--- src/rtl/spi_ram_bridge_pkg.sv ---
// Shared types and constants for the SPI-to-RAM bridge.
// Combinational definitions only, no latency or backpressure.
package shared_pkg;

    localparam int RX_W_DEF = 10;
    localparam int TX_W_DEF = 8;

    typedef enum logic [2:0] {
        IDLE,
        CHK_CMD,
        WRITE,
        READ_ADD,
        READ_DATA
    } spi_state_e;

    typedef enum logic [1:0] {
        WR_ADDR = 2'b00,
        WR_DATA = 2'b01,
        RD_ADDR = 2'b10,
        RD_DATA = 2'b11
    } spi_cmd_e;

endpackage

--- src/rtl/spi_ram_bridge_if.sv ---
// SPI pin and RAM-side link bundle; slave modport is the bridge, master is its environment.
// Wires only, no latency; the RAM side has no backpressure, tx_valid is a plain strobe.
interface spi_ram_bridge_if import shared_pkg::*; #(
    parameter int RX_W = RX_W_DEF,
    parameter int TX_W = TX_W_DEF
) ();

    logic            ss_n;
    logic            mosi;
    logic            miso;
    logic [RX_W-1:0] rx_data;
    logic            rx_valid;
    logic [TX_W-1:0] tx_data;
    logic            tx_valid;

    modport slave (
        input  ss_n, mosi, tx_data, tx_valid,
        output miso, rx_data, rx_valid
    );

    modport master (
        output ss_n, mosi, tx_data, tx_valid,
        input  miso, rx_data, rx_valid
    );

endinterface

--- src/rtl/spi_miso_serializer.sv ---
// Shifts a captured read byte out MSB first, first bit one cycle after load.
// No backpressure: abort wins over load and forces miso low at once.
module spi_miso_serializer #(
    parameter int TX_W = 8
) (
    input  logic            clk,
    input  logic            rst,
    input  logic            load_i,
    input  logic            abort_i,
    input  logic [TX_W-1:0] data_i,
    output logic            miso_o,
    output logic            done_o
);

    localparam int CW = $clog2(TX_W);
    localparam logic [CW-1:0] LAST = CW'(TX_W - 1);

    logic [TX_W-1:0] sh_q;
    logic [CW-1:0]   cnt_q;
    logic            busy_q;
    logic            miso_q;

    always_ff @(posedge clk or posedge rst) begin
        if (rst) begin
            sh_q   <= '0;
            cnt_q  <= '0;
            busy_q <= 1'b0;
            miso_q <= 1'b0;
        end else if (abort_i) begin
            cnt_q  <= '0;
            busy_q <= 1'b0;
            miso_q <= 1'b0;
        end else if (load_i) begin
            // MSB goes straight to the pin; the rest wait in the shifter
            miso_q <= data_i[TX_W-1];
            sh_q   <= {data_i[TX_W-2:0], 1'b0};
            cnt_q  <= '0;
            busy_q <= 1'b1;
        end else if (busy_q) begin
            if (cnt_q == LAST) begin
                miso_q <= 1'b0;
                busy_q <= 1'b0;
            end else begin
                miso_q <= sh_q[TX_W-1];
                sh_q   <= {sh_q[TX_W-2:0], 1'b0};
                cnt_q  <= cnt_q + CW'(1);
            end
        end
    end

    assign miso_o = miso_q;
    assign done_o = ~busy_q;

endmodule

--- src/rtl/spi_ram_bridge.sv ---
// SPI slave: deserialises 10-bit frames to the RAM (rx_valid 1 cycle after last bit) and returns read bytes on miso.
// No backpressure; ss_n high aborts any frame or byte in flight on the next edge.
module spi_ram_bridge import shared_pkg::*; #(
    parameter int RX_W = RX_W_DEF,
    parameter int TX_W = TX_W_DEF
) (
    input  logic                  clk,
    input  logic                  rst,
    spi_ram_bridge_if.slave       bus
);

    localparam int CNT_W = $clog2(RX_W + 1);
    localparam logic [CNT_W-1:0] FULL = CNT_W'(RX_W);

    spi_state_e       state_q;
    logic [RX_W-1:0]  rx_data_q;
    logic             rx_valid_q;
    logic [CNT_W-1:0] rx_cnt_q;
    logic             addr_seen_q;
    logic             wait_q;

    logic ser_load;
    logic ser_abort;
    logic ser_done;

    assign ser_abort = (state_q != IDLE) && bus.ss_n;
    assign ser_load  = (state_q == READ_DATA) && wait_q && bus.tx_valid && ser_done && !bus.ss_n;

    always_ff @(posedge clk or posedge rst) begin
        if (rst) begin
            state_q     <= IDLE;
            rx_data_q   <= '0;
            rx_valid_q  <= 1'b0;
            rx_cnt_q    <= '0;
            addr_seen_q <= 1'b0;
            wait_q      <= 1'b0;
        end else begin
            rx_valid_q <= 1'b0;
            if (state_q != IDLE && bus.ss_n) begin
                state_q  <= IDLE;
                rx_cnt_q <= '0;
                wait_q   <= 1'b0;
            end else begin
                case (state_q)
                    IDLE: begin
                        if (!bus.ss_n) state_q <= CHK_CMD;
                    end
                    CHK_CMD: begin
                        if (!bus.mosi)       state_q <= WRITE;
                        else if (addr_seen_q) state_q <= READ_DATA;
                        else                  state_q <= READ_ADD;
                    end
                    WRITE, READ_ADD, READ_DATA: begin
                        if (rx_cnt_q != FULL) begin
                            rx_data_q <= {rx_data_q[RX_W-2:0], bus.mosi};
                            rx_cnt_q  <= rx_cnt_q + CNT_W'(1);
                            if (rx_cnt_q == FULL - CNT_W'(1)) begin
                                rx_valid_q <= 1'b1;
                                if (state_q == READ_ADD)  addr_seen_q <= 1'b1;
                                if (state_q == READ_DATA) addr_seen_q <= 1'b0;
                            end
                        end
                        // Arming one cycle after rx_valid keeps a coincident tx_valid out
                        if (state_q == READ_DATA) begin
                            if (rx_valid_q)    wait_q <= 1'b1;
                            else if (ser_load) wait_q <= 1'b0;
                        end
                    end
                    default: state_q <= IDLE;
                endcase
            end
        end
    end

    assign bus.rx_data  = rx_data_q;
    assign bus.rx_valid = rx_valid_q;

    spi_miso_serializer #(.TX_W(TX_W)) u_ser (
        .clk     (clk),
        .rst     (rst),
        .load_i  (ser_load),
        .abort_i (ser_abort),
        .data_i  (bus.tx_data),
        .miso_o  (bus.miso),
        .done_o  (ser_done)
    );

endmodule

--- src/flat_wrapper.sv ---
// flat-port wrapper written by rule: the top's interface ports become plain ports
module spi_ram_bridge_flat import shared_pkg::*;
#(
    parameter int RX_W = RX_W_DEF,
    parameter int TX_W = TX_W_DEF
)
  (clk, rst, bus_ss_n, bus_mosi, bus_tx_data, bus_tx_valid, bus_miso, bus_rx_data, bus_rx_valid);
  spi_ram_bridge_if #(.RX_W(RX_W), .TX_W(TX_W)) bus_i ();
  input  logic clk;
  input  logic rst;
  input wire logic [$bits(bus_i.ss_n)-1:0] bus_ss_n;
  input wire logic [$bits(bus_i.mosi)-1:0] bus_mosi;
  input wire logic [$bits(bus_i.tx_data)-1:0] bus_tx_data;
  input wire logic [$bits(bus_i.tx_valid)-1:0] bus_tx_valid;
  output wire logic [$bits(bus_i.miso)-1:0] bus_miso;
  output wire logic [$bits(bus_i.rx_data)-1:0] bus_rx_data;
  output wire logic [$bits(bus_i.rx_valid)-1:0] bus_rx_valid;
  assign bus_i.ss_n = bus_ss_n;
  assign bus_i.mosi = bus_mosi;
  assign bus_i.tx_data = bus_tx_data;
  assign bus_i.tx_valid = bus_tx_valid;
  assign bus_miso = bus_i.miso;
  assign bus_rx_data = bus_i.rx_data;
  assign bus_rx_valid = bus_i.rx_valid;
  spi_ram_bridge #(.RX_W(RX_W), .TX_W(TX_W)) u_core (.clk(clk), .rst(rst), .bus(bus_i));
endmodule
--- config.mk ---
export PLATFORM = sky130hd
export DESIGN_NAME = spi_ram_bridge_flat
export DESIGN_NICKNAME = d
export VERILOG_FILES = /design/src/rtl/spi_ram_bridge_pkg.sv /design/src/rtl/spi_ram_bridge_if.sv /design/src/rtl/spi_miso_serializer.sv /design/src/rtl/spi_ram_bridge.sv /design/src/flat_wrapper.sv
export SDC_FILE = /design/constraint.sdc
export NUM_CORES = 1
export LEC_CHECK = 0
export CORE_MARGIN = 2
export CORE_UTILIZATION = 40
export CTS_CLUSTER_DIAMETER = 100
export DETAILED_ROUTE_END_ITERATION = 8
export PLACE_DENSITY = 0.61
export SYNTH_ARGS = -nofsm -noshare
export SYNTH_HDL_FRONTEND = slang
export SYNTH_SLANG_ARGS = --single-unit
--- constraint.sdc ---
create_clock -name clk -period 2.95 [get_ports clk]
set_input_delay 0.4425 -clock clk [delete_from_list [all_inputs] [get_ports clk]]
set_output_delay 0.4425 -clock clk [all_outputs]
set_load 0.03 [all_outputs]
==> results of run 1 <==
## kinds of logic after synthesis
logic type               Yosys count
XOR/XNOR                           4
adder cells (fa/ha/maj)            5
flip-flops                        32
AO/OA/AOI/OAI                     30
multiplexers                      10
buffers and inverters             12
AND/OR/NAND/NOR                   45
## per-layer routing
| metal | vias to the layer above | GRT usage [%] | wire length (um) |
|---|---|---|---|
| met2 | 21 | 23.4 | 1330 |
| li1 | 530 | - | - |
| met5 | - | 0 | 0 |
| met3 | 4 | 4.22 | 123 |
| met1 | 534 | 20.3 | 1410 |
| met4 | 0 | 5.36 | 40 |
## per-stage QoR
step / total power, W / instances / hold WS [ps]
after floorplan: 0.000799 / 138 / 466
after global placement: 0.000932 / 204 / 485
after detailed placement: 0.000938 / 204 / 499
after CTS: 0.00125 / 211 / 514
after global routing: 0.00131 / 211 / 541
final: 0.00124 / 211 / 508
## layout make-up
class | instances | area [um^2]
timing repair buffer | 25 | 248
clock inverter | 1 | 5.00
sequential | 32 | 801
clock buffer | 6 | 72.6
tap | 48 | 60.1
multi-input combinational | 94 | 706
fill | 360 | 1830
inverter | 5 | 18.8
## worst paths after layout
kind	to	slack, ps	cells after the start
max reg2reg	u_core.bus.rx_data[8]	1230	4
max	u_core.u_ser.cnt_q[2]	1010	5
min	u_core.wait_q	510	1
max in group asynchronous	u_core.u_ser.cnt_q[2]	1740	3
min in group asynchronous	u_core.rx_cnt_q[3]	550	2
min reg2reg	u_core.wait_q	510	1
## critical path: stages
cell	delay (ps)
clkdlybuf4s50_1	620
nor2b_2	240
and4bb_1	510
a2bb2oi_1	220
nor2_1	50
## state kept, by name, indices dropped and copies added (netlist names)
signal and count:
u_core.u_ser.busy_q 1, u_core.u_ser.sh_q 7, u_core.u_ser.cnt_q 3, u_core.bus.rx_valid 1, u_core.wait_q 1, u_core.state_q 3
u_core.rx_cnt_q 4, u_core.u_ser.miso_o 1, u_core.bus.rx_data 10, u_core.addr_seen_q 1
## power breakdown
part	internal, W	switching (W)	total, W
Clock	0.000160	0.000145	0.000305
Sequential	0.000504	0.0000677	0.000572
Combinational	0.000169	0.000190	0.000359
Total	0.000833	0.000403	0.00124
## Yosys cell counts, types with 2 or more instances
master     number  area share [%]
nor3_1          2            0.63
buf_4           3             1.4
mux2_2          8             5.7
nor2b_1         3             1.2
dfrtp_1        32              50
xnor2_1         2             1.1
buf_6           3             2.1
xor2_1          2             1.1
a21oi_1        10             3.2
a2bb2oi_1       8             4.4
mux2_1          2             1.4
nand2_1        18             4.3
ha_1            5             3.9
nor2_1          8             1.9
inv_1           5             1.2
==> results.txt, run 1 <==
Setup repair after global routing left no endpoint under its margin. The number of setup violations in the final report is 0. Summed over all cells, the static leakage comes to around 0.86 nW.

Counting every sink on the clock net gives 32. The share of the core filled with cells in the final layout came out at between 50% and 60%. The final wirelength is between 2 and 3 mm.

The origin of the critical flop-to-flop path is u_core.state_q[2]. For this run, the top clock speed supported by timing is ~0.52 GHz. The register clock-pin slew on the reported worst setup and hold paths is around 60 ps. The synthesis-to-finish area growth came out at 20.4%. The share of post-route cells with drive strength above 1 came out at between 10% and 20%. The number of nets still failing antenna checks after routing came out at 0.

The net count reported at finish is ~180. The run finished with clean final reports. The post-route minimum period came out at just under 2000 ps. In this run the most critical hold path is launched from u_core.wait_q. The number of instances in the synthesized netlist came out at roughly 140. The clock buffer count from CTS is 5. Dividing the detail-routed wire length by the instance count gives 13.8 um. Hold repair after CTS inserted 0 buffers. The commonest non-fill, non-tap cell in the layout is dfrtp_1. The leftover overflow at the end of global routing is 0. The critical path required time came out at a little over 3000 ps. Leaving out fill and tap cells, the most frequent cells in the layout are dfrtp_1, clkdlybuf4s50_1, nand2_1.

The critical path class is input pin to flip-flop. The deepest level of the CTS H-tree is 2. The average cell area after synthesis is between 10 and 15 um^2. The class of the tightest hold or removal check is flip-flop to flip-flop. The XOR/XNOR share of the synthesized area came out at 2.21%. The sequential cell area fraction in the yosys report is between 50% and 60%. The clock skew after layout is roughly 4.4 ps.

For this run, the total global-route usage over all layers was measured as between 15 and 20%. The number of I/O pins came out at 25. The via count of the first global-routing pass came out at around 1100. The number of antenna violations at the first check in global routing came to 0.

The number of DRC markers after the initial detailed-route iteration is between 50 and 60. The area of the die is 4490 um^2. The number of distinct library cell variants in the gate-level netlist after synthesis came out at 42. The finished layout cell area came out at about 1900 um^2. The count of yosys warnings during synthesis came out at 0. Dividing total power by cell area gives a power density of 646 nW/um^2. The post-synthesis net count is between 150 and 200.

Of all flip-flops after synthesis, the portion carrying an async set or reset was 100%. Across the run, the number of max-cap violations was 0. The number of enable flip-flop cells after synthesis came out at 0. Timing analysis after detailed placement gives a worst setup slack of around 720 ps. The antenna diode instance count came out at 0. The summed instance area of the synthesized netlist came out at approximately 1600 um^2.

The clock tree root driver cell is clkbuf_8. The headroom to the max-slew limit is between 50 and 60%. At the pin with the least slew margin, the transition time is 638 ps.

The first-pass GRT wire length is slightly above 5 mm. The final number of max-transition violations came out at 0. The final worst-path setup slack is approximately 1000 ps.

The remaining routing DRC violations is 0. The maximum number of pins on one net before global-route repair came out at 18. Using the TritonRoute via totals, the vias-per-cell ratio works out to around 5.2. The worst endpoint data arrival time is around 2100 ps. The maximum clock path buffer count came out at 2.

TritonCTS built the clock tree. In this run the post-CTS setup repair buffer count came out at 0. The portion of netlist area occupied by mux cells came out at under 10%. The post-synthesis register bit count came out at 32.

The setup total negative slack is 0 ps. The floorplan die width came out at approximately 67 um. The most frequently used flop master after synthesis is dfrtp_1.

The weighted congestion reported at the end of routability-driven placement is 0.802. For this run, the detailed router's first-pass iteration total came to 4. The die is 67.0 um tall. Summing the areas of all compound-gate instances in the mapped netlist gives around 14% of the synthesized area. The count of vias placed by the detailed router is between 1000 and 1500. For this configuration, the core starts out at a cell density of a little over two fifths. The placeable core region is between 3000 and 4000 um^2. The capturing element type of the critical path is a flip-flop. The cell area reported after detailed placement is roughly 1800 um^2. The post-cts gate resize count is 0. The area share of and/or/nand/nor cells after synthesis came out at 17.3%. The critical-path maximum fanout came out at 13. Once detailed placement completed, the half-perimeter wirelength came to around 2.1 mm. The worst setup path is launched from an input pin.

Across the VDD grid, the largest voltage drop is between 400 and 500 uV. The clock latency of the later-clocked register in the worst-skew pair is 270 ps. By area, the combinational part of the netlist is dominated by simple AND/OR/NAND/NOR gates.

After floorplanning, the core was divided into 22 placement rows. Buffers placed on the I/O ports in this run total 24. The synthesized netlist devotes between 3 and 4% of its cell area to adder and majority cells. The portion of the clock cycle consumed by the worst path in the final layout came out at 65.8%. The first element of the critical path is bus_ss_n. The number of endpoints with negative hold slack in the final report came out at 0.
No activity file was read; power rests on OpenSTA's default activity.
==> run 2: changes to the inputs <==
--- a/config.mk
+++ b/config.mk
@@ -9,7 +9,7 @@
 export CORE_UTILIZATION = 40
 export CTS_CLUSTER_DIAMETER = 100
 export DETAILED_ROUTE_END_ITERATION = 8
-export PLACE_DENSITY = 0.61
+export PLACE_DENSITY = 0.64
 export SYNTH_ARGS = -nofsm -noshare
 export SYNTH_HDL_FRONTEND = slang
 export SYNTH_SLANG_ARGS = --single-unit
==> constraint.sdc (replaced) <==
create_clock -name clk -period 1.64 [get_ports clk]
set_input_delay 0.246 -clock clk [delete_from_list [all_inputs] [get_ports clk]]
set_output_delay 0.246 -clock clk [all_outputs]
set_load 0.03 [all_outputs]
==> run 2 against run 1 <==
Total power increased by 100%. Via count up 4.3%. Utilization rose by 4.6 points. Largest cell class unchanged. Register-to-register slack lost 1200 ps. Critical endpoint is now bus_rx_valid. Worst hold slack worse by 170 ps. Die area unchanged. Routed wire length up 11%. Non-clock buffer count is 15 higher.
==> results.txt, run 2 (synthesized netlist as in run 1, its figures left out) <==
Result of the run: complete, no violations (unchanged). The leftover overflow at the end of global routing was 0 (unchanged). The cell area power density came out at 1200 nW/um^2 (was 646 nW/um^2). The number of setup violations in the final report is 0 (unchanged).

The standard cell with the maximum stage delay on the critical path was clkdlybuf4s50_1 (unchanged). The critical-path maximum fanout is 2 (was 13). The via count of the first global-routing pass came to 1165 (was 1093). The critical path class was flip-flop to output port (was input pin to flip-flop).

The final worst-path setup slack is 50.7 ps (was 1010 ps). The combinational cell fraction of total power is 30.0% (was 29.0%). The count of TritonRoute iterations in the first routing pass is 4 (unchanged). The post-detailed-route via-to-cell ratio is 4.98 (was 5.16).

The class of the tightest hold or removal check is input pin to async pin (was flip-flop to flip-flop). The startpoint kind of the worst setup timing path is a flip-flop (was input pin). The worst vdd rail ir drop came out at 876 uV (was 497 uV). The number of nets still failing antenna checks after routing came to 0 (unchanged). The effective utilization at floorplan came out at 42.4% (unchanged). The final number of max-transition violations is 0 (unchanged). The max-cap check violation count is 0 (unchanged). The clock latency of the later-clocked register in the worst-skew pair came out at 290 ps (was 270 ps).

The wire length per cell came out at 14.1 um (was 13.8 um). The setup total negative slack came out at 0 ps (unchanged). The worst endpoint data arrival time was 1340 ps (was 2090 ps). The portion of the clock cycle consumed by the worst path in the final layout is between 90% and 100%. The setup slack after placement is -114 ps (was 720 ps). Most used cells in the layout excluding fill and tap cells: dfrtp_1, clkdlybuf4s50_1, nand2_1 (unchanged). The number of endpoints with negative hold slack in the final report came out at 0 (unchanged). The number of DRC markers after the initial detailed-route iteration came out at 68 (was 59).

The power share of the clock group came out at 29.5% (was 24.7%). The global router's overall resource usage is 16.8% (was 15.1%). The maximum number of pins on one net before global-route repair is 33 (was 18).

The share of post-route cells with drive strength above 1 is 23.3% (was 13.5%). The placeable core region came out at 3740 um^2 (unchanged). The area of the die is 4490 um^2 (unchanged). The clock tree root driver cell was clkbuf_8 (unchanged).

The maximum single-stage delay on the critical path came out at 680 ps (was 620 ps). The number of antenna violations at the first check in global routing came out at 0 (unchanged). The sequential cell area in the final layout came out at 801 um^2 (unchanged). The post-route minimum period came out at approximately 1600 ps. The number of sinks handled by clock tree synthesis is 32 (unchanged). Static timing analysis puts the maximum clock frequency at approximately 0.63 GHz. The commonest non-fill, non-tap cell in the layout is dfrtp_1 (unchanged). The critical path required time is 1390 ps (was 3100 ps). The switching portion of total power came out at 30.9% (was 32.6%).

The floorplan die width was 67.0 um (unchanged). The static leakage power is 0.985 nW (was 0.856 nW). The headroom to the max-slew limit is 73.0% (was 57.5%). The depth of the worst register-to-register path was 4 (unchanged). The first-pass GRT wire length was 5.49 mm (was 5.09 mm). The net count reported at finish came out at 197 (was 181).

The total number of placement rows came out at 22 (unchanged). The deepest level of the CTS H-tree is 2 (unchanged). The quantity of I/O buffers inserted on ports was 24 (unchanged).

The post-cts hold buffer count is 0 (unchanged). The number of I/O pins came out at 25 (unchanged). The remaining routing DRC violations is 0 (unchanged).

The weighted congestion reported at the end of routability-driven placement came out at 0.782 (was 0.802). The vertical extent of the die was 67.0 um (unchanged). The count of filler cells inserted in the layout came out at 336 (was 360). The number of buffer and inverter stages on the critical path is 1 (unchanged). The capturing element type of the critical path is an output port (was flip-flop). Setup repair after global routing missed its margin: false (unchanged). The power dissipated by switching net loads came out at 0.000772 W (was 0.000403 W). The area of the multi-input gates is 729 um^2 (was 706 um^2). The register clock-pin slew on the reported worst setup and hold paths came to 60 ps (about the same). The count of vias placed by the detailed router is 1136 (was 1089). The internal power came out at 0.00173 W (was 0.000833 W). The synthesis-to-finish area growth came out at 31.2% (was 20.4%). The top cell family by delay on the critical path is buffers and inverters (was simple AND/OR/NAND/NOR gates). The final wirelength came to 3.23 mm (was 2.91 mm). The sequential group share of total power is 40.4% (was 46.3%). The HPWL reported at the end of detailed placement came out at 2.25 mm (was 2.10 mm). The maximum clock path buffer count came out at 2 (unchanged). The transition at the pin with the smallest max-transition slack is 404 ps (was 638 ps). The CTS tree is built (unchanged). Critical Path, Cell by Cell: clkdlybuf4s50_1 (was clkdlybuf4s50_1, nor2b_2, and4bb_1, a2bb2oi_1, nor2_1).

The clock buffer count from CTS is 5 (unchanged). The antenna diode instance count came out at 0 (unchanged). The depth of the critical timing path with buffers and inverters included came to 1 (was 5). The clock skew after layout was 3.76 ps (was 4.41 ps).

The flip-flop count of the largest register after layout came out at 10 (unchanged).
==> run 2: changes by cell type in the layout (fill, tap and decap cells not counted), sizes merged <==
| cell | delta |
|---|---|
| buf | +15 |
| bufinv | +1 |
| dlymetal6s2s | +2 |
| nor2 | +1 |
| clkdlybuf4s50 | -2 |
==> run 2: layout make-up <==
class                           instances  area share, %
Tap cell                               48           2.88
Sequential cell                        32           38.5
Multi-Input combinational cell         95           35.0
Inverter                                5          0.901
Timing Repair Buffer                   40           17.5
Clock inverter                          2           1.68
Clock buffer                            6           3.49
==> run 2: stage by stage <==
| step | utilization [%] | instance area [um^2] | instances | power [W] | hold WS, ps |
|---|---|---|---|---|---|
| 6_report | 55.6 | 2080 | 228 | 0.00250 | 339 |
| 4_1_cts | 54.2 | 2030 | 224 | 0.00249 | 354 |
| 3_3_place_gp | 51.4 | 1920 | 216 | 0.00172 | 479 |
| 3_5_place_dp | 51.4 | 1920 | 216 | 0.00173 | 488 |
| 5_1_grt | 55.6 | 2080 | 228 | 0.00265 | 388 |
| 2_1_floorplan | - | 1590 | 138 | 0.00144 | 361 |
==> run 2: power by group through the flow <==
| stage | Combinational [W] | Sequential [W] | Clock [W] |
|---|---|---|---|
| after detailed placement | 0.000712 | 0.00102 | 0 |
| after global placement | 0.000701 | 0.00102 | 0 |
| final | 0.000750 | 0.00101 | 0.000737 |
| after global routing | 0.000815 | 0.00103 | 0.000806 |
| after CTS | 0.000716 | 0.00101 | 0.000763 |
| after floorplan | 0.000275 | 0.00116 | 0 |
==> run 2: routing by layer <==
metal  GRT usage (%)  vias to the layer above  share of wire [%]
met5               0                        -                  0
met1            22.4                      541                 47
met4            8.42                        0                2.3
met2            24.9                       19                 47
met3            4.39                        8                4.0
li1                -                      568                  -
==> run 2: repair_timing <==
item                                    CTS  global route
resized for setup                         0             5
setup buffers                             0             3
endpoints found under the setup margin    0            13
==> run 2: final timing paths <==
| path | start | end | slack (ps) |
|---|---|---|---|
| setup / recovery | u_core.bus.rx_valid | bus_rx_valid | 50 |
| hold / removal | rst | u_core.bus.rx_data[4] | 340 |
| setup reg to reg | u_core.state_q[2] | u_core.bus.rx_data[6] | 70 |
| hold reg to reg | u_core.wait_q | u_core.wait_q | 500 |
| max in group asynchronous | rst | u_core.wait_q | 1010 |
| min in group clk | bus_tx_data[0] | u_core.u_ser.sh_q[1] | 500 |
==> run 3: changes to the inputs <==
--- a/config.mk
+++ b/config.mk
@@ -8,7 +8,9 @@
 export CORE_MARGIN = 2
 export CORE_UTILIZATION = 40
 export CTS_CLUSTER_DIAMETER = 100
+export CTS_CLUSTER_SIZE = 8
 export DETAILED_ROUTE_END_ITERATION = 8
+export HOLD_SLACK_MARGIN = 0.06
 export PLACE_DENSITY = 0.64
 export SYNTH_ARGS = -nofsm -noshare
 export SYNTH_HDL_FRONTEND = slang
==> results of run 3 <==
No change in the layout: final DEF, timing and power equal those of run 2.
